**src/rtl/mem_access_unit_pkg.sv**
```systemverilog
// Shared types for the load/store sequencer: access sizes, FSM states, alignment rule.
package mem_access_pkg;

   localparam int NUM_LANES = 4;
   localparam int VEC_W     = 8;

   typedef enum logic [1:0] {
      SZ_BYTE = 2'b00,
      SZ_HALF = 2'b01,
      SZ_WORD = 2'b10
   } size_t;

   typedef enum logic [2:0] {
      IDLE, LOAD, RMW_RD, STORE, RESP, ERR
   } state_t;

   function automatic logic is_misaligned(size_t sz, logic [1:0] lo);
      case (sz)
         SZ_HALF: return lo[0];
         SZ_WORD: return |lo;
         default: return 1'b0;
      endcase
   endfunction

endpackage

```
**src/rtl/mem_access_unit_if.sv**
```systemverilog
// Clock/reset bundle and word-RAM port used by the memory access unit.
interface ctrl_bus_if;
   logic clk;
   logic rst_n;
   modport central (input clk, input rst_n);
   modport drv     (output clk, output rst_n);
endinterface

interface mem_bus_if;
   logic [31:0] addr;
   logic [31:0] rdata;
   logic        enab;
   modport central (output addr, output enab, input rdata);
   modport ram     (input addr, input enab, output rdata);
endinterface

```
**src/rtl/mem_access_unit_byte_lane.sv**
```systemverilog
// Combinational lane logic: load extraction/extension and sub-word store merge.
module byte_lane
   import mem_access_pkg::*;
(
   input  logic [31:0] word,
   input  logic [31:0] wdata,
   input  logic [1:0]  offset,
   input  size_t       size,
   input  logic        uns,
   output logic [31:0] ext,
   output logic [31:0] merged
);

   logic [NUM_LANES-1:0][VEC_W-1:0] word_l, wdata_l, merged_l;
   logic [7:0]  b;
   logic [15:0] h;

   assign word_l  = word;
   assign wdata_l = wdata;
   assign merged  = merged_l;

   always_comb begin
      b   = '0;
      h   = '0;
      ext = word;
      case (size)
         SZ_BYTE: begin
            b   = word_l[offset];
            ext = {{24{b[7] & ~uns}}, b};
         end
         SZ_HALF: begin
            h   = offset[1] ? word[31:16] : word[15:0];
            ext = {{16{h[15] & ~uns}}, h};
         end
         default: ext = word;
      endcase
   end

   // Each lane takes store data only when the access covers it.
   for (genvar i = 0; i < NUM_LANES; i++) begin : g_lane
      localparam logic [1:0] LI = 2'(i);
      logic             sel;
      logic [VEC_W-1:0] src;
      assign sel = (size == SZ_WORD) ||
                   ((size == SZ_HALF) && (offset[1] == LI[1])) ||
                   ((size == SZ_BYTE) && (offset == LI));
      assign src = (size == SZ_BYTE) ? wdata_l[0] :
                   (size == SZ_HALF) ? wdata_l[{1'b0, LI[0]}] : wdata_l[i];
      assign merged_l[i] = sel ? src : word_l[i];
   end

endmodule

```
**src/rtl/mem_access_unit.sv**
```systemverilog
// Load/store sequencer in front of a word-only RAM; sub-word stores use read-modify-write.
module mem_access_unit
   import mem_access_pkg::*;
#(
   parameter int MEM_WORDS = 64
) (
   ctrl_bus_if.central ctrl_bus,
   input  logic        req_valid,
   output logic        req_ready,
   input  logic        req_we,
   input  logic [1:0]  req_size,
   input  logic        req_unsigned,
   input  logic [31:0] req_addr,
   input  logic [31:0] req_wdata,
   output logic        resp_valid,
   output logic        resp_err,
   output logic [31:0] resp_rdata,
   mem_bus_if.central  mem_bus,
   output logic [31:0] write_data
);

   logic clk, rst_n;
   assign clk   = ctrl_bus.clk;
   assign rst_n = ctrl_bus.rst_n;

   state_t      state, state_nx;
   size_t       size_q;
   logic        uns_q;
   logic [31:0] addr_q, wdata_q, merge_q;
   logic [31:0] ext_w, merge_w;
   logic        req_bad;

   assign req_bad = (req_size == 2'b11) ||
                    is_misaligned(size_t'(req_size), req_addr[1:0]) ||
                    (req_addr >= 32'(MEM_WORDS * 4));

   always_ff @(posedge clk) begin
      if (!rst_n) state <= IDLE;
      else        state <= state_nx;
   end

   always_comb begin
      state_nx   = state;
      req_ready  = 1'b0;
      resp_valid = 1'b0;
      resp_err   = 1'b0;
      case (state)
         IDLE: begin
            req_ready = 1'b1;
            if (req_valid) begin
               if (req_bad)                state_nx = ERR;
               else if (!req_we)           state_nx = LOAD;
               else if (req_size == SZ_WORD) state_nx = STORE;
               else                        state_nx = RMW_RD;
            end
         end
         LOAD:   state_nx = RESP;
         RMW_RD: state_nx = STORE;
         STORE:  state_nx = RESP;
         RESP: begin
            resp_valid = 1'b1;
            state_nx   = IDLE;
         end
         ERR: begin
            resp_valid = 1'b1;
            resp_err   = 1'b1;
            state_nx   = IDLE;
         end
         default: state_nx = IDLE;
      endcase
   end

   always_ff @(posedge clk) begin
      if (!rst_n) begin
         size_q     <= SZ_BYTE;
         uns_q      <= 1'b0;
         addr_q     <= '0;
         wdata_q    <= '0;
         merge_q    <= '0;
         resp_rdata <= '0;
      end else begin
         case (state)
            IDLE: if (req_valid) begin
               size_q  <= size_t'(req_size);
               uns_q   <= req_unsigned;
               addr_q  <= req_addr;
               wdata_q <= req_wdata;
               if (req_we && (req_size == SZ_WORD)) merge_q <= req_wdata;
            end
            LOAD:    resp_rdata <= ext_w;
            RMW_RD:  merge_q    <= merge_w;
            default: ;
         endcase
      end
   end

   byte_lane u_lane (
      .word   (mem_bus.rdata),
      .wdata  (wdata_q),
      .offset (addr_q[1:0]),
      .size   (size_q),
      .uns    (uns_q),
      .ext    (ext_w),
      .merged (merge_w)
   );

   // Gating with rst_n keeps a reset edge from committing a half-done store.
   assign mem_bus.addr = {addr_q[31:2], 2'b00};
   assign mem_bus.enab = (state == STORE) & rst_n;
   assign write_data   = merge_q;

endmodule

```
**src/flat_wrapper.sv**
```systemverilog
// flat-port wrapper written by rule: the top's interface ports become plain ports
module mem_access_unit_flat import mem_access_pkg::*;
#(
   parameter int MEM_WORDS = 64
)
  (req_valid, req_ready, req_we, req_size, req_unsigned, req_addr, req_wdata, resp_valid, resp_err, resp_rdata, write_data, ctrl_bus_clk, ctrl_bus_rst_n, mem_bus_addr, mem_bus_enab, mem_bus_rdata);
  ctrl_bus_if ctrl_bus_i ();
  mem_bus_if mem_bus_i ();
  input  logic req_valid;
  output logic req_ready;
  input  logic req_we;
  input  logic [1:0] req_size;
  input  logic req_unsigned;
  input  logic [31:0] req_addr;
  input  logic [31:0] req_wdata;
  output logic resp_valid;
  output logic resp_err;
  output logic [31:0] resp_rdata;
  output logic [31:0] write_data;
  input wire logic [$bits(ctrl_bus_i.clk)-1:0] ctrl_bus_clk;
  input wire logic [$bits(ctrl_bus_i.rst_n)-1:0] ctrl_bus_rst_n;
  output wire logic [$bits(mem_bus_i.addr)-1:0] mem_bus_addr;
  output wire logic [$bits(mem_bus_i.enab)-1:0] mem_bus_enab;
  input wire logic [$bits(mem_bus_i.rdata)-1:0] mem_bus_rdata;
  assign ctrl_bus_i.clk = ctrl_bus_clk;
  assign ctrl_bus_i.rst_n = ctrl_bus_rst_n;
  assign mem_bus_addr = mem_bus_i.addr;
  assign mem_bus_enab = mem_bus_i.enab;
  assign mem_bus_i.rdata = mem_bus_rdata;
  mem_access_unit #(.MEM_WORDS(MEM_WORDS)) u_core (.ctrl_bus(ctrl_bus_i), .req_valid(req_valid), .req_ready(req_ready), .req_we(req_we), .req_size(req_size), .req_unsigned(req_unsigned), .req_addr(req_addr), .req_wdata(req_wdata), .resp_valid(resp_valid), .resp_err(resp_err), .resp_rdata(resp_rdata), .mem_bus(mem_bus_i), .write_data(write_data));
endmodule
```
**config.mk**
```make
export PLATFORM = sky130hd
export DESIGN_NAME = mem_access_unit_flat
export DESIGN_NICKNAME = d
export VERILOG_FILES = /design/src/rtl/mem_access_unit_pkg.sv /design/src/rtl/mem_access_unit_if.sv /design/src/rtl/mem_access_unit_byte_lane.sv /design/src/rtl/mem_access_unit.sv /design/src/flat_wrapper.sv
export SDC_FILE = /design/constraint.sdc
export NUM_CORES = 1
export LEC_CHECK = 0
export ABC_AREA = 1
export CAP_MARGIN = 40
export CORE_MARGIN = 2
export CORE_UTILIZATION = 44
export CTS_CLUSTER_SIZE = 14
export DETAILED_ROUTE_END_ITERATION = 10
export GPL_TIMING_DRIVEN = 0
export PLACE_DENSITY = 0.77
export SYNTH_ARGS = -nofsm -noshare
export SYNTH_HDL_FRONTEND = slang
export SYNTH_HIERARCHICAL = 1
export SYNTH_SLANG_ARGS = --single-unit
```
**constraint.sdc**
```tcl
create_clock -name ctrl_bus_clk -period 1.5 [get_ports ctrl_bus_clk]
set_input_delay 0.3 -clock ctrl_bus_clk [delete_from_list [all_inputs] [get_ports ctrl_bus_clk]]
set_output_delay 0.3 -clock ctrl_bus_clk [all_outputs]
set_load 0.05 [all_outputs]
```
# [After elaboration in Yosys (flattened, before gate mapping)]
# Cells that the tools add are included.
[totals] word_cells=78 output_inout_bits=100 input_bits=103 ff_bits=134
[op_classes] n_mux=25 reduce_logical=24 magnitude_cmp=2 bitwise=5 n_eq_ne=15
[ops] op="one-hot mux 32 bit (2 select lines)" n=2
[ops] op="2-to-1 mux 8 bit" n=10
[ops] op="2-to-1 mux 32 bit" n=2
[ops] op="greater-or-equal comparator 32 x 9 -> 1 bit, second input constant" n=1
[ops] op="binary-select mux 8 bit (select 2 bit)" n=1
[ops] op="2-to-1 mux 16 bit" n=1
[ops] op="equality test 2 bit, second input constant" n=5
[ops] op="2-to-1 mux 3 bit" n=3
[ops] op="one-hot mux 3 bit (3 select lines)" n=1
[ops] op="logical OR 1 bit" n=8
[ops] op="logical AND 1 bit" n=7
[ops] op="equality test 2 x 1 -> 1 bit, second input constant" n=3
[ops] op="equality test 3 x 2 -> 1 bit, second input constant" n=2
[ops] op="equality test 3 bit, second input constant" n=2
[ops] op="OR reduction 2 bit" n=3
[ops] op="zero test 2 bit" n=2
[ops] op="2-to-1 mux 1 bit" n=4
[ops] op="bitwise AND 1 bit" n=3
[ops] op="equality test 3 x 1 -> 1 bit, second input constant" n=1
[ops] op="zero test 3 bit" n=1
[ops] op="less-than comparator 2 x 3 -> 1 bit, second input constant" n=1
[ops] op="AND reduction 3 bit" n=1
[ops] op="inequality test 2 x 1 -> 1 bit, second input constant" n=1
[ops] op="inequality test 2 bit, second input constant" n=1
[ops] op="4 further kinds" n=5

# [Depth between registers and ports, before layout]
[logic_depth] word_depth=7 ltp_mapped=12 depth_no_buf=12

# [By module]
# The synthesis kept the hierarchy.
[modules_own_cells] module="mem_access_unit" seq_area_each_um2=2682.6 area_each_um2=5662.9 n_inst=1 cells_each=783
[modules_own_cells] module="byte_lane" seq_area_each_um2=0.0 area_each_um2=1798.0 n_inst=1 cells_each=367

# [Worst setup path before layout]
# No wires, ideal clock.
[synth_timing] kind="register -> output" from="reg u_core.state[1]" to="out mem_bus_enab" t_required_ns=1.200 arrival_ns=1.716 n_path_buf=1 path_stages_with_launch=4 slack_ns=-0.516 cell_sequence="dfxtp_1 buf_2 inv_2 nor3_1"
[synth_between] elab_chain_cells=2
[synth_lines] item="start, declared" line_no="mem_access_unit.sv:26" source="state_t state, state_nx;"
[synth_lines] item="start signal, assigned" line_no="mem_access_unit.sv:39" source="else state <= state_nx;"
[synth_lines] item="equality test 3 x 2 -> 1 bit" line_no="mem_access_unit.sv:109" source="assign mem_bus.enab = (state == STORE) & rst_n;"
[synth_lines] item="bitwise AND 1 bit" line_no="mem_access_unit.sv:109"
[synth_lines] item="end, declared" line_no="flat_wrapper.sv:23" source="output wire logic [$bits(mem_bus_i.enab)-1:0] mem_bus_enab;"
# No other way between the ends.

# [Worst setup path after layout]
[layout_timing] from="reg u_core.state[0]" to="reg u_core.merge_q[3], in the netlist u_core/write_data[3]"
[layout_between] elab_chain_cells=3 word_cells_on_any_way=7 classes_between="eq/ne: 3; mux: 1; reduce/logical: 3"
[layout_lines] item="zero test 3 bit / equality test 3 x 2 -> 1 bit (equally long branches)" line_no="mem_access_unit.sv:82" source="case (state)"
[layout_lines] item="inequality test 2 x 1 -> 1 bit (no source line), or another cell as far along"
[layout_lines] item="AND reduction 3 bit (no source line)"
[layout_lines] item="end signal, assigned" line_no="mem_access_unit.sv:88" source="if (req_we && (req_size == SZ_WORD)) merge_q <= req_wdata;"
[layout_lines] item="end signal, assigned" line_no="mem_access_unit.sv:91" source="RMW_RD: merge_q <= merge_w;"
[layout_lines] item="end, declared" line_no="mem_access_unit.sv:29" source="logic [31:0] addr_q, wdata_q, merge_q;"
# Parallel ways exist; a longest one is shown, timed or not.
# A chain may end at the register's enable or synchronous reset.

==> results.yml <==
die:
  die_h_um: 134
  ios: 203
  initial_core_util_pct: 45.0
  coreArea_mm2: 0.0166
  row_count: 47
  die-area_mm2: 0.0180
  die_w_um: 134
critical_path:
  critPathLaunch: "u_core/state[0]"
  r2r_cells: 7
  worstPathRequired_ns: 1.86
  ff2ff_setup_slack_ns: -0.20
  r2r-end: "u_core/write_data[3]"
  cp.arrival_ns: 2.06
  critPathKind: "reg2reg"
  crit_end: "u_core/write_data[3]"
  end_kind: "flip-flop"
  critPathLaunchType: "flip-flop"
  timing.rr.start: "u_core/state[0]"
  cp_max_fo: 10
pwr:
  seqPwrFrac_pct: 30.5
  p_int_mw: 8.66
  power.total_mw: 13.7
  leakage_nw: 5.13
  p_sw_share_pct: 36.8
  p_sw_mw: 5.04
  comb_power_share_pct: 37.6
  p_per_area_mw_per_mm2: 1170
  p_clk_share_pct: 31.8
  ir_drop_mv: 0.915
clocking:
  cts_max_level: 4
  cts-root-buf: "clkbuf_16"
  cts_tree: "yes"
  cts_hold_buf: 0
  cts_buffers: 17
  cts_num_sinks: 134
  clkTransAtPathRegs_ns: 0.06
  clk_latency_ns: 0.43
  clockBufferDepth: 2
cells_and_area:
  nFillCells: 1367
  n_antenna_cell: 0
  final_nets: 1521
  fin_cells: 1647
  fin_util_pct: 70.5
  area_growth_pct: 56.7
  drive_gt1_share_pct: 31.4
timing:
  setup_violations: 99
  holdWs_ns: 0.363
  layout_min_cycle_time_ns: 1.70
  maxSlewViolCount: 0
  skew_ns: 0.00913
  rsz0062_at_grt: "yes"
  tightestPinTransition_ns: 0.687
  layout_setup_ws_ns: -0.195
  hold_viol_final: 0
  relSlewSlack_pct: 54.2
  max_freq_ghz: 0.590
  fin_crit_sh_pct: 113
place:
  dp.cells: 1570
  io_buffers: 199
  pre_cts_slack_ns: -1.09
  hpwlAfterDp_um: 19500
  gp_congestion: 0.987
global_routing:
  grt_overflow: 0
  grtUsageTotal_pct: 29.5
  grt_pass1_wl_um: 42000
  grt_antenna_before_repair: 0
  grt_pass1_vias: 8177
  grt_max_degree: 20
routing:
  wl_per_cell_um: 17.4
  firstDrtPassIters: 6
  vias: 8877
  drt_iter0_drc: 1013
  routed_via_density: 5.39
  drc_errors: 0
  wl_um: 28700
  ant_nets: 0
synth:
  synth_top_cell_by_area: "dfxtp_1"
  synth_ff_type: "dfxtp_1"
  yosys-top-cells-area: "dfxtp_1, nand2_1, nand3_1, a21oi_1, o21ai_0"
  async_flop_share_pct: 0
  synth_most_common_cell: "nand2_1"
  yosysTopAreaCellShare_pct: 36.0
  syn_area_per_cell_um2: 6.49
  ys_seq_elements: 134
  ys_seq_area_share_pct: 36.0
  synth_area_mm2: 0.00746
  synth.distinct_cells: 31
  synthCells: 1150
  yosysWarnings: 6
  synth-edff-count: 0
  ys_top_cells_by_count: "nand2_1, nand3_1, dfxtp_1, a21oi_1, nor2_1"
run:
  cap_violations: 0
min_path:
  hold_class: "in2reg"
  hold_start: "req_size[1]"
status:
  violations: "negative setup slack"
  outcome: "complete, but fails checks"
## flip-flops by register name, indices dropped and copies added (netlist names)
signal	flops
u_core/size_q	2
u_core/state	3
u_core/wdata_q	32
u_core/write_data	32
u_core/uns_q	1
u_core/resp_rdata	32
u_core/addr_q	32
## metal layers
| metal | track usage, % | routed length [um] |
|---|---|---|
| met5 | 0 | 0 |
| met4 | 13.0 | 1280 |
| met3 | 7.41 | 2730 |
| met2 | 49.4 | 13800 |
| met1 | 35.9 | 11000 |
## power by group through the flow
stage	combinational [mW]	sequential [mW]	clock [mW]
final	5.15	4.18	4.36
after global placement	4.12	4.19	0
after floorplan	2.18	4.78	0
after detailed placement	4.16	4.20	0
after global routing	5.46	4.22	4.57
after CTS	4.37	4.14	4.39
## final cells by class
class | instances | area (um^2) | share of cell area, %
Sequential cell | 134 | 2700 | 23.1
Inverter | 81 | 335 | 2.87
Timing Repair Buffer | 248 | 2460 | 21.0
Clock inverter | 8 | 121 | 1.04
Multi-Input combinational cell | 826 | 4480 | 38.3
Buffer | 107 | 833 | 7.13
Tap cell | 220 | 275 | 2.35
Clock buffer | 23 | 488 | 4.17
## metrics by stage
step	instance area [um^2]	setup TNS, ns
4_1_cts	10700	-2.45
3_3_place_gp	9740	-57.71
6_report	11700	-8.49
2_1_floorplan	7480	-0.0986
5_1_grt	11700	-14.98
3_5_place_dp	9740	-61.26
## timing repair
| action | in CTS | in global routing |
|---|---|---|
| endpoints found under the setup margin | 229 | 129 |
| pin swaps | 57 | 78 |
| gates cloned | 4 | 7 |
| gates resized for setup | 481 | 255 |
| buffers inserted | 25 | 14 |
## critical path: stages (launching register included)
cell	delay [ns]
dfxtp_4	0.36
nor2_4	0.12
buf_4	0.20
buf_1	0.44
nand3_1	0.20
nand2_1	0.15
o21ai_2	0.06
nor2_1	0.11
## logic make-up after synthesis
| family | count (synthesis) | synth area share, % |
|---|---|---|
| fa+ha+maj | 3 | 0.503 |
| flops | 134 | 36.0 |
| simple gates | 590 | 34.5 |
| compound gates | 230 | 16.0 |
| other cells | 1 | 0.0503 |
| buf+inv | 192 | 13.0 |
## layout by cell type (no fill, tap or decap), types with 3 or more instances in the layout
master,instances
buf_6,33
nand2_1,283
inv_1,70
nor2_2,3
dfxtp_4,3
nand2_4,26
nand3_1,115
clkdlybuf4s15_2,63
nor2_1,85
o21ai_1,65
nand3_4,5
dfxtp_2,4
o21ai_0,30
buf_12,3
a21oi_1,70
clkbuf_16,21
clkbuf_2,9
buf_2,32
buf_1,3
nand2_2,33
dlygate4sd2_1,3
o21ai_2,21
a21oi_2,39
inv_2,4
clkbuf_1,23
nor2_4,5
clkdlybuf4s50_1,96
buf_8,13
clkinv_2,3
nand3_2,30
dfxtp_1,127
clkbuf_8,4
buf_4,71
bufinv_16,3
inv_4,3
## worst min path at each step
stage	endpoint	slack, ns	depth (start not counted)
final	u_core/size_q[1]	0.36	3
after global routing	u_core/size_q[1]	0.38	3
after CTS	u_core/size_q[1]	0.35	3
after detailed placement	u_core/resp_rdata[21]	0.44	2
after global placement	u_core/resp_rdata[6]	0.43	2
after floorplan	u_core/wdata_q[16]	0.44	2
No activity file was read; power rests on OpenSTA's default activity.
